[config.mk]
export PLATFORM = sky130hd
export DESIGN_NAME = ddr4_cmd_decoder_flat
export DESIGN_NICKNAME = d
export VERILOG_FILES = /design/src/rtl/ddr4_cmd_decoder_if.sv /design/src/rtl/ddr4_cmd_decoder.sv /design/src/flat_wrapper.sv
export SDC_FILE = /design/constraint.sdc
export NUM_CORES = 1
export LEC_CHECK = 0
export ABC_AREA = 1
export CAP_MARGIN = 15
export CORE_ASPECT_RATIO = 1.5
export CORE_UTILIZATION = 60
export CTS_CLUSTER_DIAMETER = 50
export DETAILED_ROUTE_END_ITERATION = 10
export GPL_ROUTABILITY_DRIVEN = 0
export HOLD_SLACK_MARGIN = 0.12
export PLACE_DENSITY = 0.79
export SLEW_MARGIN = 10
export SYNTH_ARGS = -nofsm -noshare
export SYNTH_HDL_FRONTEND = slang
export SYNTH_SLANG_ARGS = --single-unit
[constraint.sdc]
create_clock -name ck_t -period 3.97 [get_ports ck_t]
set_clock_uncertainty 0.05 [all_clocks]
set_input_delay 0.9925 -clock ck_t [delete_from_list [all_inputs] [get_ports ck_t]]
set_output_delay 0.9925 -clock ck_t [all_outputs]
set_load 0.1 [all_outputs]
[src/rtl/ddr4_cmd_decoder_if.sv]
// Command/address pin bundle and decoded-output bundle for the emulated DIMM
// command decoder.
//   master : host side, drives cke/cs_n/act_n/A/bg/ba and observes the decode
//   slave  : decoder side, samples the pins and drives cmd_*, bank_open,
//            rd_en/wr_en, burst_*, err/err_code
interface ddr4_cmd_decoder_if #(
    parameter int BGWIDTH   = 2,
    parameter int BAWIDTH   = 2,
    parameter int ADDRWIDTH = 17,
    parameter int COLWIDTH  = 10,
    parameter int BL        = 8
);
    localparam int BKWIDTH   = BGWIDTH + BAWIDTH;
    localparam int NBANK     = 1 << BKWIDTH;
    localparam int BEATWIDTH = (BL > 2) ? $clog2(BL / 2) : 1;

    logic                 cke;
    logic                 cs_n;
    logic                 act_n;
    logic [ADDRWIDTH-1:0] A;
    logic [BGWIDTH-1:0]   bg;
    logic [BAWIDTH-1:0]   ba;

    logic                 cmd_valid;
    logic [2:0]           cmd;
    logic [BKWIDTH-1:0]   cmd_bank;
    logic [ADDRWIDTH-1:0] cmd_row;
    logic [COLWIDTH-1:0]  cmd_col;
    logic [NBANK-1:0]     bank_open;
    logic                 rd_en;
    logic                 wr_en;
    logic [BKWIDTH-1:0]   burst_bank;
    logic [ADDRWIDTH-1:0] burst_row;
    logic [COLWIDTH-1:0]  burst_col;
    logic [BEATWIDTH-1:0] burst_beat;
    logic                 err;
    logic [2:0]           err_code;

    modport master (
        output cke, cs_n, act_n, A, bg, ba,
        input  cmd_valid, cmd, cmd_bank, cmd_row, cmd_col, bank_open,
               rd_en, wr_en, burst_bank, burst_row, burst_col, burst_beat,
               err, err_code
    );

    modport slave (
        input  cke, cs_n, act_n, A, bg, ba,
        output cmd_valid, cmd, cmd_bank, cmd_row, cmd_col, bank_open,
               rd_en, wr_en, burst_bank, burst_row, burst_col, burst_beat,
               err, err_code
    );
endinterface

[src/rtl/ddr4_cmd_decoder.sv]
// Device-side DDR4 command decoder for the emulated DIMM.
// Samples the command/address pins on every rising ck_t, decodes them into
// typed commands, tracks per-bank open state and open row, schedules read and
// write burst windows at CL / CWL, and flags host protocol violations.
//
// Ports:
//   ck_t     in  : clock, all logic on the rising edge
//   reset_n  in  : synchronous active-low reset
//   bus      slave modport of ddr4_cmd_decoder_if (pins in, decode out)
//
// Optional feature macro: TRCD_CHECK_EN
//   defined   -> per-bank ACT-to-RD/WR spacing check, err code 3
//   undefined -> no tRCD counters, code 3 never produced
//
// err_code: 1 RD/WR to closed bank, 2 ACT to open bank, 3 tRCD, 4 tCCD,
//           5 read/write window overlap, 6 RFU encoding or REF with open bank
module ddr4_cmd_decoder #(
    parameter int BGWIDTH   = 2,
    parameter int BAWIDTH   = 2,
    parameter int ADDRWIDTH = 17,
    parameter int COLWIDTH  = 10,
    parameter int BL        = 8,
    parameter int CL        = 15,
    parameter int CWL       = 11,
    parameter int TRCD      = 15
) (
    input  logic              ck_t,
    input  logic              reset_n,
    ddr4_cmd_decoder_if.slave bus
);
    localparam int BKWIDTH   = BGWIDTH + BAWIDTH;
    localparam int NBANK     = 1 << BKWIDTH;
    localparam int BEATWIDTH = (BL > 2) ? $clog2(BL / 2) : 1;
    localparam logic [BEATWIDTH-1:0] BEAT_LAST = BEATWIDTH'(BL / 2 - 1);

    typedef enum logic [2:0] {
        CMD_NOP  = 3'd0,
        CMD_ACT  = 3'd1,
        CMD_RD   = 3'd2,
        CMD_WR   = 3'd3,
        CMD_PRE  = 3'd4,
        CMD_PREA = 3'd5,
        CMD_REF  = 3'd6,
        CMD_MRS  = 3'd7
    } cmd_e;

    typedef struct packed {
        logic [BKWIDTH-1:0]   bank;
        logic [ADDRWIDTH-1:0] row;
        logic [COLWIDTH-1:0]  col;
    } burst_t;

    logic                 dec_valid;
    logic                 dec_rfu;
    cmd_e                 dec_cmd;
    logic [BKWIDTH-1:0]   bank_sel;
    logic [NBANK-1:0]     bank_open;
    logic [ADDRWIDTH-1:0] row_mem [NBANK];
    logic [BEATWIDTH-1:0] ccd_cnt;
    logic                 is_rd, is_wr, is_rdwr, tgt_open;
    logic                 trcd_busy;
    burst_t               cmd_pay;

    assign bank_sel = {bus.bg, bus.ba};

    // Command decode; anything not selected or clock-disabled is a deselect.
    always_comb begin
        dec_valid = 1'b0;
        dec_rfu   = 1'b0;
        dec_cmd   = CMD_NOP;
        if (bus.cke && !bus.cs_n) begin
            if (!bus.act_n) begin
                dec_valid = 1'b1;
                dec_cmd   = CMD_ACT;
            end else begin
                case (bus.A[ADDRWIDTH-1 -: 3])
                    3'b101:  begin dec_valid = 1'b1; dec_cmd = CMD_RD;  end
                    3'b100:  begin dec_valid = 1'b1; dec_cmd = CMD_WR;  end
                    3'b010:  begin
                        dec_valid = 1'b1;
                        dec_cmd   = bus.A[10] ? CMD_PREA : CMD_PRE;
                    end
                    3'b001:  begin dec_valid = 1'b1; dec_cmd = CMD_REF; end
                    3'b000:  begin dec_valid = 1'b1; dec_cmd = CMD_MRS; end
                    3'b011:  dec_rfu = 1'b1;
                    default: ;
                endcase
            end
        end
    end

    assign is_rd    = dec_valid && (dec_cmd == CMD_RD);
    assign is_wr    = dec_valid && (dec_cmd == CMD_WR);
    assign is_rdwr  = is_rd || is_wr;
    assign tgt_open = bank_open[bank_sel];
    assign cmd_pay  = '{bank: bank_sel, row: row_mem[bank_sel],
                        col: bus.A[COLWIDTH-1:0]};

    always_ff @(posedge ck_t) begin
        if (!reset_n) begin
            bank_open <= '0;
            for (int i = 0; i < NBANK; i++) row_mem[i] <= '0;
        end else if (dec_valid) begin
            case (dec_cmd)
                CMD_ACT: begin
                    bank_open[bank_sel] <= 1'b1;
                    row_mem[bank_sel]   <= bus.A;
                end
                CMD_PRE:  bank_open[bank_sel] <= 1'b0;
                CMD_PREA: bank_open <= '0;
                default:  ;
            endcase
        end
    end

    // tCCD timer: any RD/WR (even to a closed bank) restarts the spacing window.
    always_ff @(posedge ck_t) begin
        if (!reset_n)           ccd_cnt <= '0;
        else if (is_rdwr)       ccd_cnt <= BEAT_LAST;
        else if (ccd_cnt != '0) ccd_cnt <= ccd_cnt - BEATWIDTH'(1);
    end

`ifdef TRCD_CHECK_EN
    localparam int TRCDW = (TRCD > 1) ? $clog2(TRCD) : 1;
    logic [TRCDW-1:0] trcd_cnt [NBANK];

    always_ff @(posedge ck_t) begin
        for (int i = 0; i < NBANK; i++) begin
            if (!reset_n)
                trcd_cnt[i] <= '0;
            else if (dec_valid && dec_cmd == CMD_ACT && bank_sel == BKWIDTH'(i))
                trcd_cnt[i] <= TRCDW'(TRCD - 1);
            else if (trcd_cnt[i] != '0)
                trcd_cnt[i] <= trcd_cnt[i] - TRCDW'(1);
        end
    end

    assign trcd_busy = (trcd_cnt[bank_sel] != '0);
`else
    assign trcd_busy = 1'b0;
`endif

    // Latency lines: a token entered at edge n reaches the last stage after
    // edge n+LAT-1, so the burst engine starts it at edge n+LAT.
    logic [CL-1:0]  rd_vld;
    logic [CWL-1:0] wr_vld;
    burst_t         rd_pay [CL];
    burst_t         wr_pay [CWL];

    always_ff @(posedge ck_t) begin
        if (!reset_n) begin
            rd_vld <= '0;
            for (int i = 0; i < CL; i++) rd_pay[i] <= '0;
        end else begin
            rd_vld[0] <= is_rd && tgt_open;
            rd_pay[0] <= cmd_pay;
            for (int i = 1; i < CL; i++) begin
                rd_vld[i] <= rd_vld[i-1];
                rd_pay[i] <= rd_pay[i-1];
            end
        end
    end

    always_ff @(posedge ck_t) begin
        if (!reset_n) begin
            wr_vld <= '0;
            for (int i = 0; i < CWL; i++) wr_pay[i] <= '0;
        end else begin
            wr_vld[0] <= is_wr && tgt_open;
            wr_pay[0] <= cmd_pay;
            for (int i = 1; i < CWL; i++) begin
                wr_vld[i] <= wr_vld[i-1];
                wr_pay[i] <= wr_pay[i-1];
            end
        end
    end

    // Burst engines. A newly emerging token always restarts the beat counter,
    // which gives seamless back-to-back bursts and truncates a tCCD-violating
    // older burst.
    logic                 rd_active, rd_start, rd_active_nxt;
    logic                 wr_active, wr_start, wr_active_nxt;
    logic [BEATWIDTH-1:0] rd_beat, wr_beat;
    burst_t               rd_cur, wr_cur;

    assign rd_start      = rd_vld[CL-1];
    assign wr_start      = wr_vld[CWL-1];
    assign rd_active_nxt = rd_start || (rd_active && rd_beat != BEAT_LAST);
    assign wr_active_nxt = wr_start || (wr_active && wr_beat != BEAT_LAST);

    always_ff @(posedge ck_t) begin
        if (!reset_n) begin
            rd_active <= 1'b0;
            rd_beat   <= '0;
            rd_cur    <= '0;
        end else begin
            rd_active <= rd_active_nxt;
            if (rd_start) begin
                rd_beat <= '0;
                rd_cur  <= rd_pay[CL-1];
            end else if (rd_active_nxt) begin
                rd_beat <= rd_beat + BEATWIDTH'(1);
            end
        end
    end

    always_ff @(posedge ck_t) begin
        if (!reset_n) begin
            wr_active <= 1'b0;
            wr_beat   <= '0;
            wr_cur    <= '0;
        end else begin
            wr_active <= wr_active_nxt;
            if (wr_start) begin
                wr_beat <= '0;
                wr_cur  <= wr_pay[CWL-1];
            end else if (wr_active_nxt) begin
                wr_beat <= wr_beat + BEATWIDTH'(1);
            end
        end
    end

    // Error arbitration: the lowest code wins when several fire together.
    // Overlap is judged on the next-cycle windows so the pulse lines up with
    // the cycle in which rd_en and wr_en are both high.
    logic       err_nxt;
    logic [2:0] code_nxt;

    always_comb begin
        err_nxt  = 1'b1;
        code_nxt = 3'd0;
        if (is_rdwr && !tgt_open)
            code_nxt = 3'd1;
        else if (dec_valid && dec_cmd == CMD_ACT && tgt_open)
            code_nxt = 3'd2;
        else if (is_rdwr && trcd_busy)
            code_nxt = 3'd3;
        else if (is_rdwr && ccd_cnt != '0)
            code_nxt = 3'd4;
        else if (rd_active_nxt && wr_active_nxt)
            code_nxt = 3'd5;
        else if (dec_rfu || (dec_valid && dec_cmd == CMD_REF && |bank_open))
            code_nxt = 3'd6;
        else
            err_nxt = 1'b0;
    end

    logic                 cmd_valid_q, err_q;
    logic [2:0]           cmd_q, err_code_q;
    logic [BKWIDTH-1:0]   cmd_bank_q;
    logic [ADDRWIDTH-1:0] cmd_row_q;
    logic [COLWIDTH-1:0]  cmd_col_q;

    always_ff @(posedge ck_t) begin
        if (!reset_n) begin
            cmd_valid_q <= 1'b0;
            cmd_q       <= 3'd0;
            cmd_bank_q  <= '0;
            cmd_row_q   <= '0;
            cmd_col_q   <= '0;
            err_q       <= 1'b0;
            err_code_q  <= 3'd0;
        end else begin
            cmd_valid_q <= dec_valid;
            if (dec_valid) begin
                cmd_q      <= dec_cmd;
                cmd_bank_q <= bank_sel;
                cmd_row_q  <= bus.A;
                cmd_col_q  <= bus.A[COLWIDTH-1:0];
            end
            err_q <= err_nxt;
            if (err_nxt) err_code_q <= code_nxt;
        end
    end

    burst_t               burst_sel;
    logic [BEATWIDTH-1:0] beat_sel;

    assign burst_sel = wr_active ? wr_cur  : rd_cur;
    assign beat_sel  = wr_active ? wr_beat : rd_beat;

    assign bus.cmd_valid  = cmd_valid_q;
    assign bus.cmd        = cmd_q;
    assign bus.cmd_bank   = cmd_bank_q;
    assign bus.cmd_row    = cmd_row_q;
    assign bus.cmd_col    = cmd_col_q;
    assign bus.bank_open  = bank_open;
    assign bus.rd_en      = rd_active;
    assign bus.wr_en      = wr_active;
    assign bus.burst_bank = burst_sel.bank;
    assign bus.burst_row  = burst_sel.row;
    assign bus.burst_col  = burst_sel.col + (COLWIDTH'(beat_sel) << 1);
    assign bus.burst_beat = beat_sel;
    assign bus.err        = err_q;
    assign bus.err_code   = err_code_q;
endmodule

[src/flat_wrapper.sv]
// flat-port wrapper written by rule: the top's interface ports become plain ports
module ddr4_cmd_decoder_flat 
#(
    parameter int BGWIDTH   = 2,
    parameter int BAWIDTH   = 2,
    parameter int ADDRWIDTH = 17,
    parameter int COLWIDTH  = 10,
    parameter int BL        = 8,
    parameter int CL        = 15,
    parameter int CWL       = 11,
    parameter int TRCD      = 15
)
  (ck_t, reset_n, bus_cke, bus_cs_n, bus_act_n, bus_A, bus_bg, bus_ba, bus_cmd_valid, bus_cmd, bus_cmd_bank, bus_cmd_row, bus_cmd_col, bus_bank_open, bus_rd_en, bus_wr_en, bus_burst_bank, bus_burst_row, bus_burst_col, bus_burst_beat, bus_err, bus_err_code);
  ddr4_cmd_decoder_if #(.BGWIDTH(BGWIDTH), .BAWIDTH(BAWIDTH), .ADDRWIDTH(ADDRWIDTH), .COLWIDTH(COLWIDTH), .BL(BL)) bus_i ();
  input  logic ck_t;
  input  logic reset_n;
  input wire logic [$bits(bus_i.cke)-1:0] bus_cke;
  input wire logic [$bits(bus_i.cs_n)-1:0] bus_cs_n;
  input wire logic [$bits(bus_i.act_n)-1:0] bus_act_n;
  input wire logic [$bits(bus_i.A)-1:0] bus_A;
  input wire logic [$bits(bus_i.bg)-1:0] bus_bg;
  input wire logic [$bits(bus_i.ba)-1:0] bus_ba;
  output wire logic [$bits(bus_i.cmd_valid)-1:0] bus_cmd_valid;
  output wire logic [$bits(bus_i.cmd)-1:0] bus_cmd;
  output wire logic [$bits(bus_i.cmd_bank)-1:0] bus_cmd_bank;
  output wire logic [$bits(bus_i.cmd_row)-1:0] bus_cmd_row;
  output wire logic [$bits(bus_i.cmd_col)-1:0] bus_cmd_col;
  output wire logic [$bits(bus_i.bank_open)-1:0] bus_bank_open;
  output wire logic [$bits(bus_i.rd_en)-1:0] bus_rd_en;
  output wire logic [$bits(bus_i.wr_en)-1:0] bus_wr_en;
  output wire logic [$bits(bus_i.burst_bank)-1:0] bus_burst_bank;
  output wire logic [$bits(bus_i.burst_row)-1:0] bus_burst_row;
  output wire logic [$bits(bus_i.burst_col)-1:0] bus_burst_col;
  output wire logic [$bits(bus_i.burst_beat)-1:0] bus_burst_beat;
  output wire logic [$bits(bus_i.err)-1:0] bus_err;
  output wire logic [$bits(bus_i.err_code)-1:0] bus_err_code;
  assign bus_i.cke = bus_cke;
  assign bus_i.cs_n = bus_cs_n;
  assign bus_i.act_n = bus_act_n;
  assign bus_i.A = bus_A;
  assign bus_i.bg = bus_bg;
  assign bus_i.ba = bus_ba;
  assign bus_cmd_valid = bus_i.cmd_valid;
  assign bus_cmd = bus_i.cmd;
  assign bus_cmd_bank = bus_i.cmd_bank;
  assign bus_cmd_row = bus_i.cmd_row;
  assign bus_cmd_col = bus_i.cmd_col;
  assign bus_bank_open = bus_i.bank_open;
  assign bus_rd_en = bus_i.rd_en;
  assign bus_wr_en = bus_i.wr_en;
  assign bus_burst_bank = bus_i.burst_bank;
  assign bus_burst_row = bus_i.burst_row;
  assign bus_burst_col = bus_i.burst_col;
  assign bus_burst_beat = bus_i.burst_beat;
  assign bus_err = bus_i.err;
  assign bus_err_code = bus_i.err_code;
  ddr4_cmd_decoder #(.BGWIDTH(BGWIDTH), .BAWIDTH(BAWIDTH), .ADDRWIDTH(ADDRWIDTH), .COLWIDTH(COLWIDTH), .BL(BL), .CL(CL), .CWL(CWL), .TRCD(TRCD)) u_core (.ck_t(ck_t), .reset_n(reset_n), .bus(bus_i));
endmodule
==> out/qor.csv <==
metric,value,unit
status,"finished, final reports clean",
Post-DP HPWL,41700,µm
CP dominant cell by count,or2_4,
CTS root buf,clkbuf_16,
"Design Area, Final",35400,µm²
Die Wd,187,µm
Yosys cell types,35,
Placed Instances,3911,
most frequent cell after synthesis,nand2_1,
family with the most delay on the worst path,simple AND/OR/NAND/NOR gates,
Die Y,280,µm
Nets,3358,
port bufs,115,
final core utilization,0.699,
min-delay worst type,reg2reg,
syn_area_per_cell,9.46,µm²
final hold violation count,0,
DRT Pass-1 Iters,6,
CTS buffer count,77,
"wirelength, routed",64300,µm
"Async S/R FF share, synth",0,
max_cap viols,0,
syn nets,3290,
sequential fraction of the synthesis area,0.659,
core area,50700,µm²
Pleak,17.4,nW
Initial Util,0.608,
"slowest stage cell, crit path",dfxtp_4,
pin count of the biggest net entering global routing,250,
Layout area overhead,14.9,%
Ant. Diodes,0,
"Reg clk slew, reported paths",0.06,ns
clock buffer depth,3,
dpl ws,0.367,ns
Setup crit start,u_core.bus.wr_en$_SDFF_PN0_,
Fmax,255,MHz
Setup CP Type,reg2out,
GRT Resource Usage Total,0.248,
Post-synth EDFFs,272,
Std-Cell Rows,101,
Min-Delay Path Depth,2,
CTS tree,done,
crit-path max cell delay,0.37,ns
via count,20800,
RSZ-0062 raised after global routing,yes,
Yosys reg bits,878,
Synth top cells by count,"nand2_1 (693), dfxtp_1 (606), inv_1 (571)",
Skew-Pair Late Insertion Delay,0.63,ns
Iter 0 DRT Violations,1653,
R2R cell count,11,
share of cells above drive strength 1,0.103,
ys flop type,dfxtp_1,
PnR worst setup slack,0.0535,ns
H-Tree Depth,3,
PwrDens,517,nW/µm²
dpl cell area,32700,µm²
Worst-Margin Slew,1.13,ns
YS warnings,0,
hold_sp,u_core.wr_pay[2][20]$_SDFF_PN0_,
CP Cell Sequence,inv_4 -> or2_4 -> o21ai_2 -> bufinv_8 -> ha_4 -> a21oi_2 -> or2_4 -> nor2_4 -> nand2_2 -> nor3_4 -> xor2_4 -> buf_12,
detailed-route vias per instance,5.14,
crit start category,flop,
largest area contributor in the netlist,dfxtp_1,
initial antenna violation count,0,
Tcrit/Tclk final,0.987,
Setup TNS Final,0,ns
Worst EP arrival,2.87,ns
Setup crit end kind,output pin,
Worst path depth,12,
synthesized area,30800,µm²
post-synth top area share,0.394,
residual DRC count,0,
Max VDD drop,391,µV
die area,52300,µm²
Pins Over Slew Limit,0,
ANT nets after route,0,
Setup Viol. Count Final,0,
"Max FO, Critical Path",3,
"top cells by area, synth","dfxtp_1 (39%), edfxtp_1 (26%), nand2_1 (8.4%), inv_1 (7.0%), nor2_1 (3.7%)",
number of global-route vias before repair,20500,
WL/cell,15.8,µm
post-layout min period,3.92,ns
"Req. time, crit path",2.93,ns
Critical R2R Launch,u_core.bus.wr_en$_SDFF_PN0_,
post-synthesis instance total,3258,
fin cells,4056,
CP bufs+invs,3,
first-pass GRT wire length,102000,µm
# IOs,116,
relative slew slack,0.248,
clock sink total,878,
grt ovf,0,
[per-layer routing]
layer / global-route usage / up-vias / part of all wire
li1: - / 10200 / -
met1: 0.266 / 9767 / 0.36
met2: 0.466 / 746 / 0.54
met3: 0.0328 / 180 / 0.057
met4: 0.142 / 0 / 0.047
met5: 0 / - / 0
[layout by cell type (no fill, tap or decap), types with 2 or more instances in the layout]
cell type and count:
ha_1 3, inv_2 6, clkbuf_8 12, buf_12 15
o21ai_1 13, nor2_1 303, clkinv_1 16, clkinv_2 14
inv_1 568, nor2_4 6, dfxtp_1 605, nor4_1 2
nand2_2 8, edfxtp_1 272, o21ai_0 107, xor2_4 6
nor3_1 3, buf_4 80, inv_16 2, buf_8 2
clkinvlp_4 4, nand2_1 691, nor2_2 71, a22oi_1 99
nand2_8 10, clkdlybuf4s50_1 76, a21oi_1 29, clkbuf_1 16
clkinv_8 2, nand4_1 2, a41oi_1 17, nand3_1 213
or2_4 2, clkbuf_16 80, o21ai_2 3, bufinv_16 7
a211oi_1 2
[state kept, by name, indices dropped and copies added (netlist names), 2 cells and up]
signal and count:
u_core.wr_vld 11, u_core.row_mem 272, u_core.ccd_cnt 2, u_core.rd_pay 124, u_core.bus.err_code 3, u_core.rd_cur 31
u_core.rd_vld 15, u_core.bus.cmd_row 8, u_core.bus.cmd 3, u_core.wr_beat 2, u_core.bus.cmd_col 9, u_core.wr_cur 31
u_core.bus.cmd_bank 4, u_core.wr_pay 341, u_core.rd_beat 2, u_core.bus.bank_open 16
[final cells by class]
cell class | count | area, µm²
Timing Repair Buffer | 174 | 1700
Sequential cell | 878 | 20300
Clock buffer | 108 | 2230
Multi-Input combinational cell | 1603 | 7690
Clock inverter | 32 | 430
Inverter | 592 | 2240
Tap cell | 669 | 837
Fill cell | 3495 | 15200
[logic make-up after synthesis]
logic type	share of synthesized area
xor+xnor	0.00227
compound gates	0.0546
buf+inv	0.0992
simple gates	0.183
flops	0.659
fa+ha+maj	0.00268
[repair_timing]
action                                  CTS  global route
buffers inserted                          4             1
endpoints found under the setup margin    2             2
pin swaps                                 3             4
gates resized for setup                   3            11
hold buffers                              0             0
[metrics by stage]
step	total power (W)	hold WS (ns)
global placement	0.0108	0.341
global route	0.0189	0.368
finish	0.0183	0.351
CTS	0.0184	0.343
floorplan	0.0105	0.340
detailed placement	0.0108	0.345
[report_power, final]
group / switching (W) / leakage [nW] / internal (W) / total, W
logic: 0.000808 / 8.59 / 0.000259 / 0.00107
clock network: 0.00325 / 1.30 / 0.00443 / 0.00767
registers: 0.0000897 / 7.49 / 0.00948 / 0.00957
total: 0.00414 / 17.4 / 0.0142 / 0.0183
[final timing paths]
kind                                    endpoint  slack, ns
max                             bus_burst_col[8]       0.05
min              u_core.wr_pay[3][20]$_SDFF_PN0_       0.35
max reg2reg  u_core.bus.err_code[1]$_SDFFE_PN0P_       1.85
min reg2reg      u_core.wr_pay[3][20]$_SDFF_PN0_       0.35
[worst reg2reg max path: stages, from the launching register on]
cell     delay (ns)
dfxtp_4        0.36
inv_4          0.07
buf_8          0.14
buf_4          0.30
or2_2          0.22
nand2_1        0.11
nand2_1        0.07
nand2_1        0.08
a21oi_1        0.31
nand3_1        0.15
nor2_1         0.12
nor2_1         0.05
(Power assumes the default switching activity.)
